--- config.mk ---
export PLATFORM = sky130hd
export DESIGN_NAME = multicycle_datapath_flat
export DESIGN_NICKNAME = d
export VERILOG_FILES = /design/src/rtl/multicycle_datapath_pkg.sv /design/src/rtl/multicycle_datapath_if.sv /design/src/rtl/multicycle_datapath_regfile.sv /design/src/rtl/multicycle_datapath.sv /design/src/flat_wrapper.sv
export SDC_FILE = /design/constraint.sdc
export NUM_CORES = 2
export LEC_CHECK = 0
export ABC_AREA = 1
export BUFFER_PORTS_ARGS = -buffer_cell sky130_fd_sc_hd__buf_2
export CORE_ASPECT_RATIO = 0.9
export CORE_UTILIZATION = 30
export DETAILED_ROUTE_END_ITERATION = 8
export PLACE_DENSITY = 0.46
export SKIP_LAST_GASP = 1
export SLEW_MARGIN = 20
export SYNTH_ARGS = -nofsm -noshare
export SYNTH_HDL_FRONTEND = slang
export SYNTH_HIERARCHICAL = 1
export SYNTH_SLANG_ARGS = --single-unit
--- constraint.sdc ---
create_clock -name clock -period 5.2 [get_ports clock]
set_input_delay 0.78 -clock clock [delete_from_list [all_inputs] [get_ports clock]]
set_output_delay 0.78 -clock clock [all_outputs]
set_load 0.02 [all_outputs]
--- src/rtl/multicycle_datapath_pkg.sv ---
// mc_pkg: shared encodings for the multicycle datapath and its control FSM.
// Holds opcodes, ALUOp / funct codes, ALUSrcB and PCSource select values,
// the internal ALU operation enum and a sign-extension helper.
package mc_pkg;

    // Opcodes seen on Op (IR[31:26])
    localparam logic [5:0] OP_LW     = 6'd0;
    localparam logic [5:0] OP_SW     = 6'd1;
    localparam logic [5:0] OP_RTYPE  = 6'd2;
    localparam logic [5:0] OP_BRANCH = 6'd3;
    localparam logic [5:0] OP_JUMP   = 6'd4;

    // ALUOp codes driven by control
    localparam logic [1:0] ALUOP_ADD   = 2'b00;
    localparam logic [1:0] ALUOP_SUB   = 2'b01;
    localparam logic [1:0] ALUOP_FUNCT = 2'b10;
    localparam logic [1:0] ALUOP_ADD2  = 2'b11;

    // R-type funct codes (IR[5:0])
    localparam logic [5:0] FUNCT_ADD = 6'h20;
    localparam logic [5:0] FUNCT_SUB = 6'h22;
    localparam logic [5:0] FUNCT_AND = 6'h24;
    localparam logic [5:0] FUNCT_OR  = 6'h25;
    localparam logic [5:0] FUNCT_SLT = 6'h2A;

    // ALUSrcB select values
    localparam logic [1:0] SRCB_B        = 2'b00;
    localparam logic [1:0] SRCB_FOUR     = 2'b01;
    localparam logic [1:0] SRCB_IMM      = 2'b10;
    localparam logic [1:0] SRCB_IMM_SHL2 = 2'b11;

    // PCSource select values
    localparam logic [1:0] PCSRC_ALU    = 2'b00;
    localparam logic [1:0] PCSRC_ALUOUT = 2'b01;
    localparam logic [1:0] PCSRC_JUMP   = 2'b10;
    localparam logic [1:0] PCSRC_HOLD   = 2'b11;

    // Operation actually performed by the ALU after ALU-control decode
    typedef enum logic [2:0] {
        ALU_ADD,
        ALU_SUB,
        ALU_AND,
        ALU_OR,
        ALU_SLT
    } alu_op_e;

    // 16-to-32-bit sign extension of an immediate
    function automatic logic [31:0] signExtend16(input logic [15:0] value);
        return {{16{value[15]}}, value};
    endfunction

endpackage

--- src/rtl/multicycle_datapath_if.sv ---
// multicycle_datapath_if: the single shared instruction/data memory port.
//   mem_addr  : address (PC or ALUOut)
//   mem_wdata : store data
//   mem_read  : read strobe
//   mem_write : write strobe
//   mem_rdata : combinational read data, valid in the same cycle as mem_addr
// master = datapath side, slave = memory side.
interface multicycle_datapath_if;
    logic [31:0] mem_addr;
    logic [31:0] mem_wdata;
    logic        mem_read;
    logic        mem_write;
    logic [31:0] mem_rdata;

    modport master (
        output mem_addr,
        output mem_wdata,
        output mem_read,
        output mem_write,
        input  mem_rdata
    );

    modport slave (
        input  mem_addr,
        input  mem_wdata,
        input  mem_read,
        input  mem_write,
        output mem_rdata
    );
endinterface

--- src/rtl/multicycle_datapath_regfile.sv ---
// mc_regfile: NREGS x 32 register file, two asynchronous read ports and one
// synchronous write port. Register 0 is hardwired to zero.
//   clock, reset_n          : clock, asynchronous active-low reset (clears all)
//   raddr1/rdata1           : read port 1 (rs)
//   raddr2/rdata2           : read port 2 (rt)
//   we, waddr, wdata        : write port, takes effect on posedge
// A read of the register being written on the same edge returns the old value.
module mc_regfile #(
    parameter int NREGS = 32
) (
    input  logic        clock,
    input  logic        reset_n,
    input  logic [4:0]  raddr1,
    output logic [31:0] rdata1,
    input  logic [4:0]  raddr2,
    output logic [31:0] rdata2,
    input  logic        we,
    input  logic [4:0]  waddr,
    input  logic [31:0] wdata
);

    logic [31:0] regs [NREGS];

    // Storage: reset clears every entry; writes aimed at r0 are dropped so r0
    // stays zero even though it physically exists in the array.
    always_ff @(posedge clock or negedge reset_n) begin
        if (!reset_n) begin
            for (int i = 0; i < NREGS; i++) begin
                regs[i] <= '0;
            end
        end else if (we && (waddr != 5'd0)) begin
            regs[waddr] <= wdata;
        end
    end

    // Read ports are purely combinational, with r0 forced to zero.
    assign rdata1 = (raddr1 == 5'd0) ? 32'd0 : regs[raddr1];
    assign rdata2 = (raddr2 == 5'd0) ? 32'd0 : regs[raddr2];

endmodule

--- src/rtl/multicycle_datapath.sv ---
// multicycle_datapath: datapath for the multicycle processor.
// Holds PC, register file and the IR/MDR/A/B/ALUOut holding registers, the
// ALU with its ALU-control decode, and drives the shared memory port.
//   clock, reset_n     : clock, asynchronous active-low reset
//   ALUSrcA..MemtoReg  : control inputs from the multicycle control FSM
//   Op                 : IR[31:26] back to control
//   alu_zero           : combinational ALU result == 0
//   mem                : shared memory port (master side)
module multicycle_datapath
    import mc_pkg::*;
#(
    parameter logic [31:0] PC_RESET = 32'h0000_0000,
    parameter int          NREGS    = 32
) (
    input  logic                        clock,
    input  logic                        reset_n,
    input  logic                        ALUSrcA,
    input  logic [1:0]                  ALUSrcB,
    input  logic [1:0]                  ALUOp,
    input  logic [1:0]                  PCSource,
    input  logic                        PCWrite,
    input  logic                        PCWriteCond,
    input  logic                        IorD,
    input  logic                        MemRead,
    input  logic                        MemWrite,
    input  logic                        IRWrite,
    input  logic                        RegDst,
    input  logic                        RegWrite,
    input  logic                        MemtoReg,
    output logic [5:0]                  Op,
    output logic                        alu_zero,
    multicycle_datapath_if.master       mem
);

    logic [31:0] pc, ir, mdr, regA, regB, aluOut;
    logic [31:0] rfData1, rfData2;
    logic [31:0] aluA, aluB, aluResult, immExt, nextPc;
    logic [4:0]  rs, rt, rd, writeReg;
    logic [15:0] imm;
    logic [5:0]  funct;
    logic [25:0] target;
    logic [31:0] writeData;
    logic        pcLoad;
    alu_op_e     aluCtl;

    assign rs     = ir[25:21];
    assign rt     = ir[20:16];
    assign rd     = ir[15:11];
    assign imm    = ir[15:0];
    assign funct  = ir[5:0];
    assign target = ir[25:0];
    assign Op     = ir[31:26];
    assign immExt = signExtend16(imm);

    assign writeReg  = RegDst ? rd : rt;
    assign writeData = MemtoReg ? mdr : aluOut;

    mc_regfile #(.NREGS(NREGS)) regfile (
        .clock  (clock),
        .reset_n(reset_n),
        .raddr1 (rs),
        .rdata1 (rfData1),
        .raddr2 (rt),
        .rdata2 (rfData2),
        .we     (RegWrite),
        .waddr  (writeReg),
        .wdata  (writeData)
    );

    // ALU operand muxes: A side picks PC or the A holding register, B side
    // picks B, the constant 4, or the sign-extended immediate (optionally
    // word-scaled for branch offsets).
    always_comb begin
        aluA = ALUSrcA ? regA : pc;
        aluB = regB;
        case (ALUSrcB)
            SRCB_B:        aluB = regB;
            SRCB_FOUR:     aluB = 32'd4;
            SRCB_IMM:      aluB = immExt;
            SRCB_IMM_SHL2: aluB = {immExt[29:0], 2'b00};
            default:       aluB = regB;
        endcase
    end

    // ALU control: ALUOp selects add/sub directly, or defers to the funct
    // field for R-type. Unknown functs fall back to add so the ALU never
    // produces an undefined result.
    always_comb begin
        aluCtl = ALU_ADD;
        case (ALUOp)
            ALUOP_SUB: aluCtl = ALU_SUB;
            ALUOP_FUNCT: begin
                case (funct)
                    FUNCT_ADD: aluCtl = ALU_ADD;
                    FUNCT_SUB: aluCtl = ALU_SUB;
                    FUNCT_AND: aluCtl = ALU_AND;
                    FUNCT_OR:  aluCtl = ALU_OR;
                    FUNCT_SLT: aluCtl = ALU_SLT;
                    default:   aluCtl = ALU_ADD;
                endcase
            end
            default: aluCtl = ALU_ADD;
        endcase
    end

    // The ALU itself; arithmetic wraps modulo 2^32 and slt is signed.
    always_comb begin
        aluResult = aluA + aluB;
        case (aluCtl)
            ALU_ADD: aluResult = aluA + aluB;
            ALU_SUB: aluResult = aluA - aluB;
            ALU_AND: aluResult = aluA & aluB;
            ALU_OR:  aluResult = aluA | aluB;
            ALU_SLT: aluResult = ($signed(aluA) < $signed(aluB)) ? 32'd1 : 32'd0;
            default: aluResult = aluA + aluB;
        endcase
    end

    assign alu_zero = (aluResult == 32'd0);

    // Next-PC selection and the load condition. A taken branch reuses the
    // same zero flag the ALU is producing this cycle (A - B).
    always_comb begin
        nextPc = pc;
        case (PCSource)
            PCSRC_ALU:    nextPc = aluResult;
            PCSRC_ALUOUT: nextPc = aluOut;
            PCSRC_JUMP:   nextPc = {pc[31:28], target, 2'b00};
            PCSRC_HOLD:   nextPc = pc;
            default:      nextPc = pc;
        endcase
    end

    assign pcLoad = PCWrite | (PCWriteCond & alu_zero);

    // Architectural PC and holding registers. MDR, A, B and ALUOut reload on
    // every edge so each multicycle step sees the previous step's results;
    // only IR and PC are gated by control.
    always_ff @(posedge clock or negedge reset_n) begin
        if (!reset_n) begin
            pc     <= PC_RESET;
            ir     <= '0;
            mdr    <= '0;
            regA   <= '0;
            regB   <= '0;
            aluOut <= '0;
        end else begin
            mdr    <= mem.mem_rdata;
            regA   <= rfData1;
            regB   <= rfData2;
            aluOut <= aluResult;
            if (IRWrite) begin
                ir <= mem.mem_rdata;
            end
            if (pcLoad) begin
                pc <= nextPc;
            end
        end
    end

    assign mem.mem_addr  = IorD ? aluOut : pc;
    assign mem.mem_wdata = regB;
    assign mem.mem_read  = MemRead;
    assign mem.mem_write = MemWrite;

endmodule

--- src/flat_wrapper.sv ---
// flat-port wrapper written by rule: the top's interface ports become plain ports
module multicycle_datapath_flat import mc_pkg::*;
#(
    parameter logic [31:0] PC_RESET = 32'h0000_0000,
    parameter int          NREGS    = 32
)
  (clock, reset_n, ALUSrcA, ALUSrcB, ALUOp, PCSource, PCWrite, PCWriteCond, IorD, MemRead, MemWrite, IRWrite, RegDst, RegWrite, MemtoReg, Op, alu_zero, mem_mem_addr, mem_mem_wdata, mem_mem_read, mem_mem_write, mem_mem_rdata);
  multicycle_datapath_if mem_i ();
  input  logic clock;
  input  logic reset_n;
  input  logic ALUSrcA;
  input  logic [1:0] ALUSrcB;
  input  logic [1:0] ALUOp;
  input  logic [1:0] PCSource;
  input  logic PCWrite;
  input  logic PCWriteCond;
  input  logic IorD;
  input  logic MemRead;
  input  logic MemWrite;
  input  logic IRWrite;
  input  logic RegDst;
  input  logic RegWrite;
  input  logic MemtoReg;
  output logic [5:0] Op;
  output logic alu_zero;
  output wire logic [$bits(mem_i.mem_addr)-1:0] mem_mem_addr;
  output wire logic [$bits(mem_i.mem_wdata)-1:0] mem_mem_wdata;
  output wire logic [$bits(mem_i.mem_read)-1:0] mem_mem_read;
  output wire logic [$bits(mem_i.mem_write)-1:0] mem_mem_write;
  input wire logic [$bits(mem_i.mem_rdata)-1:0] mem_mem_rdata;
  assign mem_mem_addr = mem_i.mem_addr;
  assign mem_mem_wdata = mem_i.mem_wdata;
  assign mem_mem_read = mem_i.mem_read;
  assign mem_mem_write = mem_i.mem_write;
  assign mem_i.mem_rdata = mem_mem_rdata;
  multicycle_datapath #(.PC_RESET(PC_RESET), .NREGS(NREGS)) u_core (.clock(clock), .reset_n(reset_n), .ALUSrcA(ALUSrcA), .ALUSrcB(ALUSrcB), .ALUOp(ALUOp), .PCSource(PCSource), .PCWrite(PCWrite), .PCWriteCond(PCWriteCond), .IorD(IorD), .MemRead(MemRead), .MemWrite(MemWrite), .IRWrite(IRWrite), .RegDst(RegDst), .RegWrite(RegWrite), .MemtoReg(MemtoReg), .Op(Op), .alu_zero(alu_zero), .mem(mem_i));
endmodule
==> flow_summary.ini <==
[critical_path]
critical_path.max_fanout = 11
timing.critical_path.required_ps = 4420
reg_to_reg_end = u_core/pc[29]
setup.worst_path.start = ALUSrcB[1]
worst-r2r-setup-slack_ps = 770
critPathArrivalTime_ps = 4240
worst_r2r_startpoint = u_core/ir[1]
endpoint_kind = output pin
cell_count_of_the_worst_reg_to_reg_path = 28
critical_path.startpoint_type = input port
crit_path_end = alu_zero
criticalPathCategory = input port to output pin

[grt]
first_global_vias = 69103
grt_antenna_before_repair = 31
overflow = 0
grt_max_degree = 189
gr-usage-all-layers_pct = 28.0
grt_first_pass_wirelength_um = 500000

[floorplan]
die_h_um = 468
placementRows = 170
die_w_um = 520
core_sq_um = 239000
die_area_sq_um = 243000
ios = 123
initial_utilization_pct = 30.3

[sta]
fin_crit_ps = 5020
total_count_of_hold_check_failures_in_the_final_report = 0
final-max-slew-violation-count = 0
final.period_utilization_pct = 96.6
slew_headroom_pct = 23.2
setup_viol = 0
worst_margin_pin_slew_ps = 1140
finalClockSkew_ps = 43.4
timing.setup.tns_ps = 0
fmax_mhz = 199

[routing]
drt_first_iter_violations = 8615
drt-wirelength-per-cell_um = 24.8
firstDrtPassIters = 9
via_per_inst = 5.28
drc_errors = 0
drt-total-wl_um = 345000
routed-via-count = 73665
drtAntennaViolNets = 0

[cells_and_area]
final_layout_size_suffix_gt1_share_pct = 10.4
final_cell_mix = nand2_1 (3551), dfrtp_1 (1188), nand3_1 (1130), o21ai_0 (1094), inv_1 (936)
nets = 10793
area_delta_synth_final_pct = 16.3
final_common_cell = nand2_1

[synthesis]
synth_enable_flop_cells = 0
synth-async-reset-ratio_pct = 100
synth_ff_type = dfrtp_1
yosys_register_bits = 1216
synth_cell_type_count = 47
synthesis.instances = 10677
syn_area_per_cell_sq_um = 6.78
syn_area_sq_um = 72400
sequential_cell_area_fraction_in_the_yosys_report_pct = 42.0
mappedNetlistNets = 10830
number_of_warnings_issued_by_yosys = 6

[clocking]
cts-root-buf = clkbuf_16
htree_levels = 4
cts_num_sinks = 1216
tritoncts = done
cts_max_path_buffers = 3
clk_pin_slew_worst_paths_ps = 50
clk_latency_ps = 830
cts-buffers-inserted = 153

[power_and_ir_drop]
total_power_uw = 42100
cellPowerDensity_nw_per_um2 = 500
leakagePower_uw = 0.0404
vdd_ir_drop_max_v = 0.000363

[run_status]
run_status = finished, final reports clean

[placement]
detailed_place_hpwl_um = 215000
portBuffers = 118
gp_congestion = 0.956

[hold_path]
hold_class = input port to register

[flow_run]
maxCapViolations = 0
## cell usage after synthesis, types with 2 or more instances
cell type	number	area, sq um
dfrtp_1	1216	30400
o22ai_1	15	93.8
xor2_1	10	87.6
clkinv_1	3	11.3
o21ai_1	42	210
inv_2	15	56.3
buf_4	20	150
a21oi_1	510	2550
a21oi_2	2	17.5
nand3_1	1141	5710
nand2_1	3575	13400
nand2_4	9	101
o211ai_1	202	1520
nand2_2	5	31.3
a221oi_1	12	105
nand3b_1	10	75.1
nor4_1	3	18.8
o21bai_1	4	30.0
nor2_2	9	56.3
nor2_1	761	2860
clkbuf_1	522	1960
or2_2	5	31.3
inv_4	2	12.5
o21ai_0	1136	5690
buf_2	187	936
buf_1	62	233
mux2_2	6	67.6
inv_1	955	3580
nand3_2	5	50.1
a22oi_1	2	15.0
nor4_4	2	42.5
clkbuf_2	20	100
o221ai_1	26	228
nor3_2	3	30.0
fa_1	2	40.0
nor2_4	13	146
nand4_1	29	181
and2_1	7	43.8
ha_1	101	1260
buf_6	5	56.3
nor3_1	17	85.1
## worst min path at each step
stage / depth (start not counted) / startpoint / end
floorplan: 2 / u_core/pc[0] / u_core/pc[0]
global placement: 0 / u_core/regfile/regs[1004] / u_core/regfile/regs[1004]
detailed placement: 0 / u_core/regfile/regs[1016] / u_core/regfile/regs[1016]
CTS: 1 / mem_mem_rdata[27] / u_core/mdr[27]
global route: 1 / mem_mem_rdata[27] / u_core/mdr[27]
finish: 1 / mem_mem_rdata[27] / u_core/mdr[27]
## sequential cells by signal, indices dropped and copies added, names as in the netlist
signal	count
u_core/pc	32
u_core/ir	32
u_core/regfile/regs	1024
u_core/aluOut	32
u_core/regA	32
u_core/mdr	32
u_core/mem.mem_wdata	32
## area by class of cell
| type | count | area [sq um] |
|---|---|---|
| diodes | 9 | 22.5 |
| flip-flops and latches | 1216 | 30500 |
| fillers | 25648 | 155000 |
| clock buffers | 215 | 4390 |
| multi-input cells | 7670 | 35700 |
| repair buffers | 624 | 5130 |
| well taps | 3182 | 3980 |
| clock inverters | 52 | 742 |
| inverters | 975 | 3700 |
## worst max-delay path, stage by stage
cell and delay, ps:
clkbuf_4 180, buf_12 160, nor2_4 50, buf_4 180, a221oi_2 310, ha_1 300
buf_4 170, nand2_1 90, nand2_1 60, nand2_1 60, nand3_1 160, buf_4 200
nand2_1 90, nand2_1 130, nand2_1 90, a21oi_1 140, nor2_1 190, nand2_1 100
nor3_2 120, nand4_1 110, nor2_2 120, nand4_1 150, nor2_4 160, buf_6 140
## power by group
part           internal [uW]  switching (uW)  total (uW)
sequential             13000            2590       15600
clock                   6510            4620       11100
combinational           5350            9980       15300
## timing repair
action	in CTS	in global routing
setup endpoints to repair	1	1
hold buffers	1	0
pin swaps	6	20
endpoints found under the hold margin	33	0
resized for setup	72	127
buffers inserted	5	14
## routing by layer
metal	up-vias	track usage (%)	wire (um)
met2	3290	44.0	153000
met3	500	4.01	26300
met1	35824	39.8	156000
met4	2	7.82	10100
met5	-	0	12
li1	34049	-	-
## metrics by stage
step | util [%] | hold WS [ps] | setup slack (ps) | instances | cell area, sq um
2_1_floorplan | - | 442 | 647 | 10677 | 72400
3_3_place_gp | 32.7 | 386 | -380 | 13647 | 78100
3_5_place_dp | 32.7 | 390 | -396 | 13647 | 78100
4_1_cts | 34.9 | 22.3 | 4.72 | 13920 | 83500
5_1_grt | 35.2 | 52.3 | -31.6 | 13934 | 84100
6_report | 35.2 | 85.9 | 179 | 13943 | 84200
## cells by family (layout without fill, tap and decap cells)
kind of cell | Yosys count | count (layout) | share of synthesized area [%]
other | 0 | 9 | 0
AO/OA/AOI/OAI | 1952 | 1952 | 14.5
adder cells (fa/ha/maj) | 103 | 103 | 1.80
multiplexers | 6 | 6 | 0.0933
flip-flops | 1216 | 1216 | 42.0
buffers and inverters | 1791 | 1866 | 9.81
AND/OR/NAND/NOR | 5599 | 5599 | 31.7
XOR/XNOR | 10 | 10 | 0.121
Note: power is estimated with default switching activity, not from simulation.
